$ cat src/rtl/uart_cmd_parser.sv
// uart_cmd_parser
//   Turns a stream of received UART bytes into board moves. A frame is four
//   bytes: HEADER, X, Y, CHK with CHK = HEADER ^ X ^ Y. A good, in-range frame
//   loads move_x/move_y and raises move_valid, which is held until the
//   consumer accepts it with move_ready. Bad frames produce one-cycle error
//   pulses one cycle after the CHK byte.
//
//   Optional feature macro: UART_CMD_TIMEOUT_EN
//     defined   - inter-byte timeout counter; a stalled partial frame is
//                 abandoned after TIMEOUT_CYC idle cycles and err_timeout pulses.
//     undefined - no counter, err_timeout tied low, partial frames wait forever.
//
// Ports
//   clk          in   system clock, rising edge
//   reset        in   synchronous active-low reset
//   rx_data      in   received byte (DATA_WIDTH)
//   rx_done      in   one-cycle strobe qualifying rx_data
//   move_x       out  decoded column (4 bits)
//   move_y       out  decoded row (4 bits)
//   move_valid   out  move available, held until accepted
//   move_ready   in   consumer accepts when move_valid & move_ready
//   err_chk      out  pulse: checksum mismatch
//   err_range    out  pulse: coordinate outside the board
//   err_ovr      out  pulse: good frame dropped because a move is still held
//   err_timeout  out  pulse: inter-byte timeout
module uart_cmd_parser #(
  parameter int                    DATA_WIDTH  = 8,
  parameter int                    BOARD_SIZE  = 15,
  parameter logic [DATA_WIDTH-1:0] HEADER      = 'hAA,
  parameter int                    TIMEOUT_CYC = 2_000_000
) (
  input  logic                  clk,
  input  logic                  reset,
  input  logic [DATA_WIDTH-1:0] rx_data,
  input  logic                  rx_done,
  output logic [3:0]            move_x,
  output logic [3:0]            move_y,
  output logic                  move_valid,
  input  logic                  move_ready,
  output logic                  err_chk,
  output logic                  err_range,
  output logic                  err_ovr,
  output logic                  err_timeout
);

  typedef enum logic [1:0] {IDLE, GET_X, GET_Y, GET_CHK} state_t;

  localparam logic [DATA_WIDTH-1:0] BOARD_LIM = DATA_WIDTH'(BOARD_SIZE);

  state_t                state, state_nxt;
  logic [DATA_WIDTH-1:0] x_q, y_q;
  logic                  frame_good, chk_bad, range_bad, ovr, load_move, to_fire;

`ifdef UART_CMD_TIMEOUT_EN
  localparam int CNT_W = $clog2(TIMEOUT_CYC) + 1;
  logic [CNT_W-1:0] to_cnt;
`endif

  always_comb begin
    state_nxt  = state;
    frame_good = 1'b0;
    chk_bad    = 1'b0;
    range_bad  = 1'b0;
    to_fire    = 1'b0;
    if (rx_done) begin
      case (state)
        IDLE:    if (rx_data == HEADER) state_nxt = GET_X;
        GET_X:   state_nxt = GET_Y;
        GET_Y:   state_nxt = GET_CHK;
        default: begin
          state_nxt = IDLE;
          // Checksum has priority over the range check.
          if (rx_data != (HEADER ^ x_q ^ y_q))
            chk_bad = 1'b1;
          else if ((x_q >= BOARD_LIM) || (y_q >= BOARD_LIM))
            range_bad = 1'b1;
          else
            frame_good = 1'b1;
        end
      endcase
    end
`ifdef UART_CMD_TIMEOUT_EN
    // A byte arriving in the same cycle wins over the timeout.
    else if ((state != IDLE) && (to_cnt == CNT_W'(TIMEOUT_CYC - 1))) begin
      to_fire   = 1'b1;
      state_nxt = IDLE;
    end
`endif
    // A held move can be replaced only if it is being accepted this cycle.
    load_move = frame_good && (!move_valid || move_ready);
    ovr       = frame_good && move_valid && !move_ready;
  end

  always_ff @(posedge clk) begin
    if (!reset) begin
      state      <= IDLE;
      move_x     <= '0;
      move_y     <= '0;
      move_valid <= 1'b0;
      err_chk    <= 1'b0;
      err_range  <= 1'b0;
      err_ovr    <= 1'b0;
    end else begin
      state     <= state_nxt;
      err_chk   <= chk_bad;
      err_range <= range_bad;
      err_ovr   <= ovr;
      if (load_move) begin
        move_x     <= x_q[3:0];
        move_y     <= y_q[3:0];
        move_valid <= 1'b1;
      end else if (move_valid && move_ready) begin
        move_valid <= 1'b0;
      end
    end
  end

  // Coordinate capture is pure data; a stale value is never used because
  // a fresh HEADER/X/Y sequence always precedes the CHK byte.
  always_ff @(posedge clk) begin
    if (rx_done && (state == GET_X)) x_q <= rx_data;
    if (rx_done && (state == GET_Y)) y_q <= rx_data;
  end

`ifdef UART_CMD_TIMEOUT_EN
  always_ff @(posedge clk) begin
    if (!reset) begin
      to_cnt      <= '0;
      err_timeout <= 1'b0;
    end else begin
      err_timeout <= to_fire;
      if (rx_done || (state == IDLE) || to_fire) to_cnt <= '0;
      else                                       to_cnt <= to_cnt + 1'b1;
    end
  end
`else
  assign err_timeout = 1'b0;
`endif

endmodule
$ cat config.mk
export PLATFORM = sky130hd
export DESIGN_NAME = uart_cmd_parser
export DESIGN_NICKNAME = d
export VERILOG_FILES = /design/src/rtl/uart_cmd_parser.sv
export SDC_FILE = /design/constraint.sdc
export NUM_CORES = 1
export LEC_CHECK = 0
export CAP_MARGIN = 20
export CORE_ASPECT_RATIO = 1.2
export CORE_UTILIZATION = 40
export CTS_CLUSTER_DIAMETER = 80
export DETAILED_ROUTE_END_ITERATION = 10
export GPL_TIMING_DRIVEN = 1
export PLACE_DENSITY = 0.74
export SLEW_MARGIN = 20
export SYNTH_ARGS = -nofsm -noshare
export SYNTH_HDL_FRONTEND = slang
export SYNTH_SLANG_ARGS = --single-unit
$ cat constraint.sdc
create_clock -name clk -period 1.8 [get_ports clk]
set_input_delay 0.36 -clock clk [delete_from_list [all_inputs] [get_ports clk]]
set_output_delay 0.36 -clock clk [all_outputs]
set_load 0.03 [all_outputs]
# After elaboration in Yosys (flattened, before gate mapping)
# Index checks and enable logic that the tools add are counted.
# word_totals
ff_bits	30
latch_bits	0
mem_bits_rw	0
romBits	0
inputBits	12
mem_count	0
# classes
add_sub_neg	0
mul	0
div_mod_pow	0
magnitude_cmp	2
eq_ne	5
shifts	0
n_mux	10
n_bitwise	4
reduce_logical	16
# ops
operator	n
$ge 8x4->1 const B	2
$eq 8x8->1 const B	1
$mux 1	8
$ne 8x8->1	1
$xor 8x8->8	1
$logic_and 1x1->1	6
$pmux 2 s3	1
$reduce_or 6->1	1
$reduce_or 5->1	1
$not 4->4	1
$reduce_or 3->1	1
$eq 2x1->1 const B	1
$eq 2x2->1 const B	1
$logic_not 1->1	2
$logic_not 2->1	1
$logic_or 1x1->1	2
$mux 2	1
$ne 2x2->1 const B	1
$not 1->1	2
$reduce_and 2->1	1
$reduce_bool 2->1	1

# Longest topological paths before layout
# logic_depth
word_depth	8
mapped_depth	6
mapped_depth_nobuf	6

# Least setup slack after synthesis
# OpenSTA, ideal clock, no wires.
# synth_path
kind	register to register
from	reg y_q[2]
to	reg move_x[0]
setup_time_ps	123
t_arrival_ps	1578
required_time_ps	1677
path_slack_ps	100
stages_incl_launch_ff	6
n_path_buf	0
path_cell_list	edfxtp_1 > xnor3_4 > nand2_4 > nor4_4 > nand4_4 > mux2i_1
# synth_via
elab_chain_cells	7
# synth_rtl
item	line	text
start: declaration	51	logic [DATA_WIDTH-1:0] x_q, y_q;
start signal: assignment	122	if (rx_done && (state == GET_Y)) y_q <= rx_data;
$ge 8x4->1	75	else if ((x_q >= BOARD_LIM) || (y_q >= BOARD_LIM))
$logic_or 1x1->1	75	
$mux 1	75	
$mux 1 (*)	73	if (rx_data != (HEADER ^ x_q ^ y_q))
$mux 1 (*)	66	case (state)
$mux 1 (*)	65	if (rx_done) begin
$logic_and 1x1->1 (*)	90	load_move = frame_good && (!move_valid || move_ready);
end signal: assignment	109	move_x <= x_q[3:0];
end: declaration	36	output logic [3:0] move_x,
# Every way passes the cells marked *; elsewhere a longest branch is shown, timed or not.
# A chain may end at the register's enable or synchronous reset.

# Worst setup path in the final report
# layout_path
from	reg x_q[2]
to	reg move_x[1]
# layout_via
elab_chain_cells	7
# layout_rtl
item	line	text
start: declaration	51	
start signal: assignment	121	if (rx_done && (state == GET_X)) x_q <= rx_data;
$ge 8x4->1	75	
$logic_or 1x1->1	75	
$mux 1	75	
$mux 1 (*)	73	
$mux 1 (*)	66	
$mux 1 (*)	65	
$logic_and 1x1->1 (*)	90	
# Marks and branches as above.

==> results.txt <==
Fillers: 286
Avg Inst Size Synth: 13.5 um^2
reg2reg path depth: 5
CP Max Fanout: 8
H-tree levels: 2
GRT Residual Overflow: 0
Worst EP required: 1.96 ns
Num CTS Buffers: 5
Post-Route M1 WL: 1.17 mm
CTS tree: built
Nets: 178
Core Box Area: 3450 um^2
final setup vio count: 0
Crit. End Element: flip-flop
Clock Path Buffers: 2
Tot GR Track Use: 0.155
CP Launch Type: flip-flop
period utilization: 0.948
largest net degree at the start of global routing: 17
Switching Share: 0.216
Hold Fails Final Rpt: 0
clk slew on worst S/H paths: 0.06 ns
Die Width: 57.7 um
I/O pin cnt: 25
max-cap violation count: 0
Worst VDD drop: 465 uV
multi-input logic area: 688 um^2
Power Dens Cells: 651 nW/um^2
top routing layer in use: met4
critical path data arrival time: 1.87 ns
number of global-route vias before repair: 928
RSZ-0062 raised after global routing: true
R2R Path Start: x_q[2]$_DFFE_PP_
Static Leak: 0.910 nW
first-pass GRT wire length: 4.33 mm
yosys warns: 0
DR vias: 995
GP Congestion: 0.781
Worst path depth: 5
Die Area: 3970 um^2
Worst Setup EP: move_x[1]$_SDFFE_PN0P_
Storage cell area: 761 um^2
Layout area overhead: 37.1%
ANT cells: 0
clock network fraction of total power: 0.382
wire per inst: 13.6 um
worst path bufs/invs: 0
routed wire length: 2.72 mm
PortBufs: 23
max-slew violation count: 0
flops & latches, synth: 30
Final Non-Filler Cells: 200
die height: 68.9 um
kind of critical path: flip-flop to flip-flop
Fmax: 586 MHz
final worst slack: 0.0935 ns
met2 WL: 1.39 mm
Gate power share: 0.076
Initial Utilization: 0.432
outcome: complete, but fails checks
worst min-delay path category: input pin to flip-flop
layout cell share with drive strength beyond 1: 0.294
Cells after DPL: 184
Layout Skew: 0.00466 ns
Via density: 4.98
CTS Root Cell: clkbuf_8
Iter 0 DRT Violations: 31
drt first pass iters: 10
post-synthesis cell area: 1490 um^2
critical-path cell list: xnor3_4 -> nand2_4 -> nor4_4 -> nand4_4 -> mux2i_1
dpl cell area: 1890 um^2
Pint: 1.04 mW
Design Area, Final: 2040 um^2
post-synthesis cell type count: 31
Mapped Cells: 110
Crit. Startpoint: x_q[2]$_DFFE_PP_
CP max-delay cell: edfxtp_1
min Tclk post-route: 1.71 ns
row cnt: 23
clk_lat worst skew: 0.28 ns
clock net sink count: 30
Met3 Wirelength: 133 um
antenna violations before repair: 0
reg2reg end: move_x[1]$_SDFFE_PN0P_
Psw: 0.287 mW
CP delay by family, top: simple AND/OR/NAND/NOR gates
register area share after synthesis: 0.510
failing checks: DRC
syn_nets: 126
slowest stage delay, CP: 0.43 ns
dpl hpwl: 2.03 mm
DRC Markers: 2
Placement Setup Slack: -0.261 ns
reg-to-reg slack, setup: 0.09 ns
sequential share of power: 0.542
Post-DRT Antenna Nets: 0
setup TNS: 0 ns
sequential cells by signal, indices dropped and copies added (netlist names):
| signal | count |
|---|---|
| y_q | 8 |
| move_x | 4 |
| err_chk | 1 |
| state | 2 |
| move_y | 4 |
| err_range | 1 |
| move_valid | 1 |
| err_ovr | 1 |
| x_q | 8 |
synth_stat cells:
library cell  instances  area [um^2]
or2b_2                1         8.76
clkbuf_8              1         13.8
xnor3_4               4          105
xor3_4                1         27.5
ha_1                  4         50.1
a21oi_1               2         10.0
o21ai_1               1         5.00
edfxtp_1             16          480
nor4_4                2         42.5
buf_6                 1         11.3
nand3_1               2         10.0
nand4_4               1         21.3
nand2_4               2         22.5
dfxtp_1              14          280
mux2i_1               9         90.1
conb_1                1         3.75
nor4_1                3         18.8
xor3_2                3         75.1
and3_1                2         12.5
a2111oi_2             1         15.0
nand4_1               2         12.5
inv_1                 3         11.3
and2_1                2         12.5
nand2b_1              2         12.5
nand2_2               1         6.26
or3_1                 1         6.26
nor3_1                1         5.00
nand2_1              21         78.8
buf_4                 1         7.51
nor2_1                3         11.3
nand4bb_1             2         22.5
how the worst min path moves through the flow:
stage | from | endpoint | depth (start not counted)
after floorplan | rx_data[0] | x_q[0]$_DFFE_PP_ | 0
after global placement | move_x[1]$_SDFFE_PN0P_ | move_x[1]$_SDFFE_PN0P_ | 2
after detailed placement | move_x[0]$_SDFFE_PN0P_ | move_x[0]$_SDFFE_PN0P_ | 2
after CTS | move_y[1]$_SDFFE_PN0P_ | move_y[1]$_SDFFE_PN0P_ | 2
after global routing | rx_data[6] | x_q[6]$_DFFE_PP_ | 1
final | rx_data[6] | x_q[6]$_DFFE_PP_ | 1
cells in the final DEF, fill, tap and decap left out:
cell type        instances
buf_12                   2
nand3_1                  2
or2b_2                   1
edfxtp_1                16
nand4_4                  1
dlymetal6s2s_1           5
nor4_1                   3
inv_1                    3
nor2_1                   3
and3_1                   2
conb_1                   1
clkbuf_1                 1
dfxtp_1                 14
clkinv_1                 1
a2111oi_2                1
xnor3_4                  4
nand2_2                  2
o21ai_1                  1
and2_1                   2
xor3_2                   3
nand2_1                 20
nand4_1                  2
ha_1                     4
clkdlybuf4s50_1         18
nand2_4                  2
or3_1                    1
nand4bb_1                2
mux2i_1                  9
clkbuf_8                 5
nor4_4                   2
nand2b_1                 2
clkinv_2                 1
a21oi_1                  2
nor3_1                   1
xor3_4                   1
buf_4                   23
what timing repair did:
item	4_1_cts	5_1_grt
setup endpoints to repair	0	10
setup buffers	0	8
resized for setup	0	6
hold buffers	0	0
cells by family (layout without fill, tap and decap cells):
kind of cell	count (synthesis)	count (layout)	synth area share
AO/OA/AOI/OAI	4	4	0.0201
XOR/XNOR	8	8	0.139
adder cells (fa/ha/maj)	4	4	0.0336
buffers and inverters	6	59	0.0294
flip-flops	30	30	0.510
multiplexers	9	9	0.0605
other	1	1	0.00252
AND/OR/NAND/NOR	48	48	0.204
metal layers:
metal	GRT usage	up-vias
li1	-	493
met2	0.270	28
met1	0.170	470
met5	0	-
met3	0.0578	4
met4	0.0714	0
area by class of cell:
cell class	instances	share of cell area
Inverter	3	0.00551
Tap cell	37	0.0227
Multi-Input combinational cell	74	0.337
Clock inverter	2	0.00429
Clock buffer	6	0.0355
Sequential cell	30	0.372
Timing Repair Buffer	48	0.223
through the flow:
step,power (mW),util,hold WS [ns]
floorplan,0.784,-,0.459
global placement,0.829,0.546,0.448
detailed placement,0.832,0.546,0.454
CTS,1.34,0.570,0.464
global route,1.38,0.592,0.396
finish,1.33,0.592,0.371
power by group through the flow:
stage	combinational (mW)	sequential [mW]	clock, mW
after global placement	0.0942	0.735	0
after CTS	0.0968	0.721	0.519
final	0.102	0.721	0.508
after detailed placement	0.0965	0.735	0
after global routing	0.110	0.720	0.552
after floorplan	0.0482	0.735	0
worst register-to-register path, delay by kind of cell (launching register included):
family        cells  cell delay [ns]
simple gates      3             0.60
flops             1             0.43
xor+xnor          1             0.38
mux               1             0.18
Note: power is estimated with default switching activity, not from simulation.
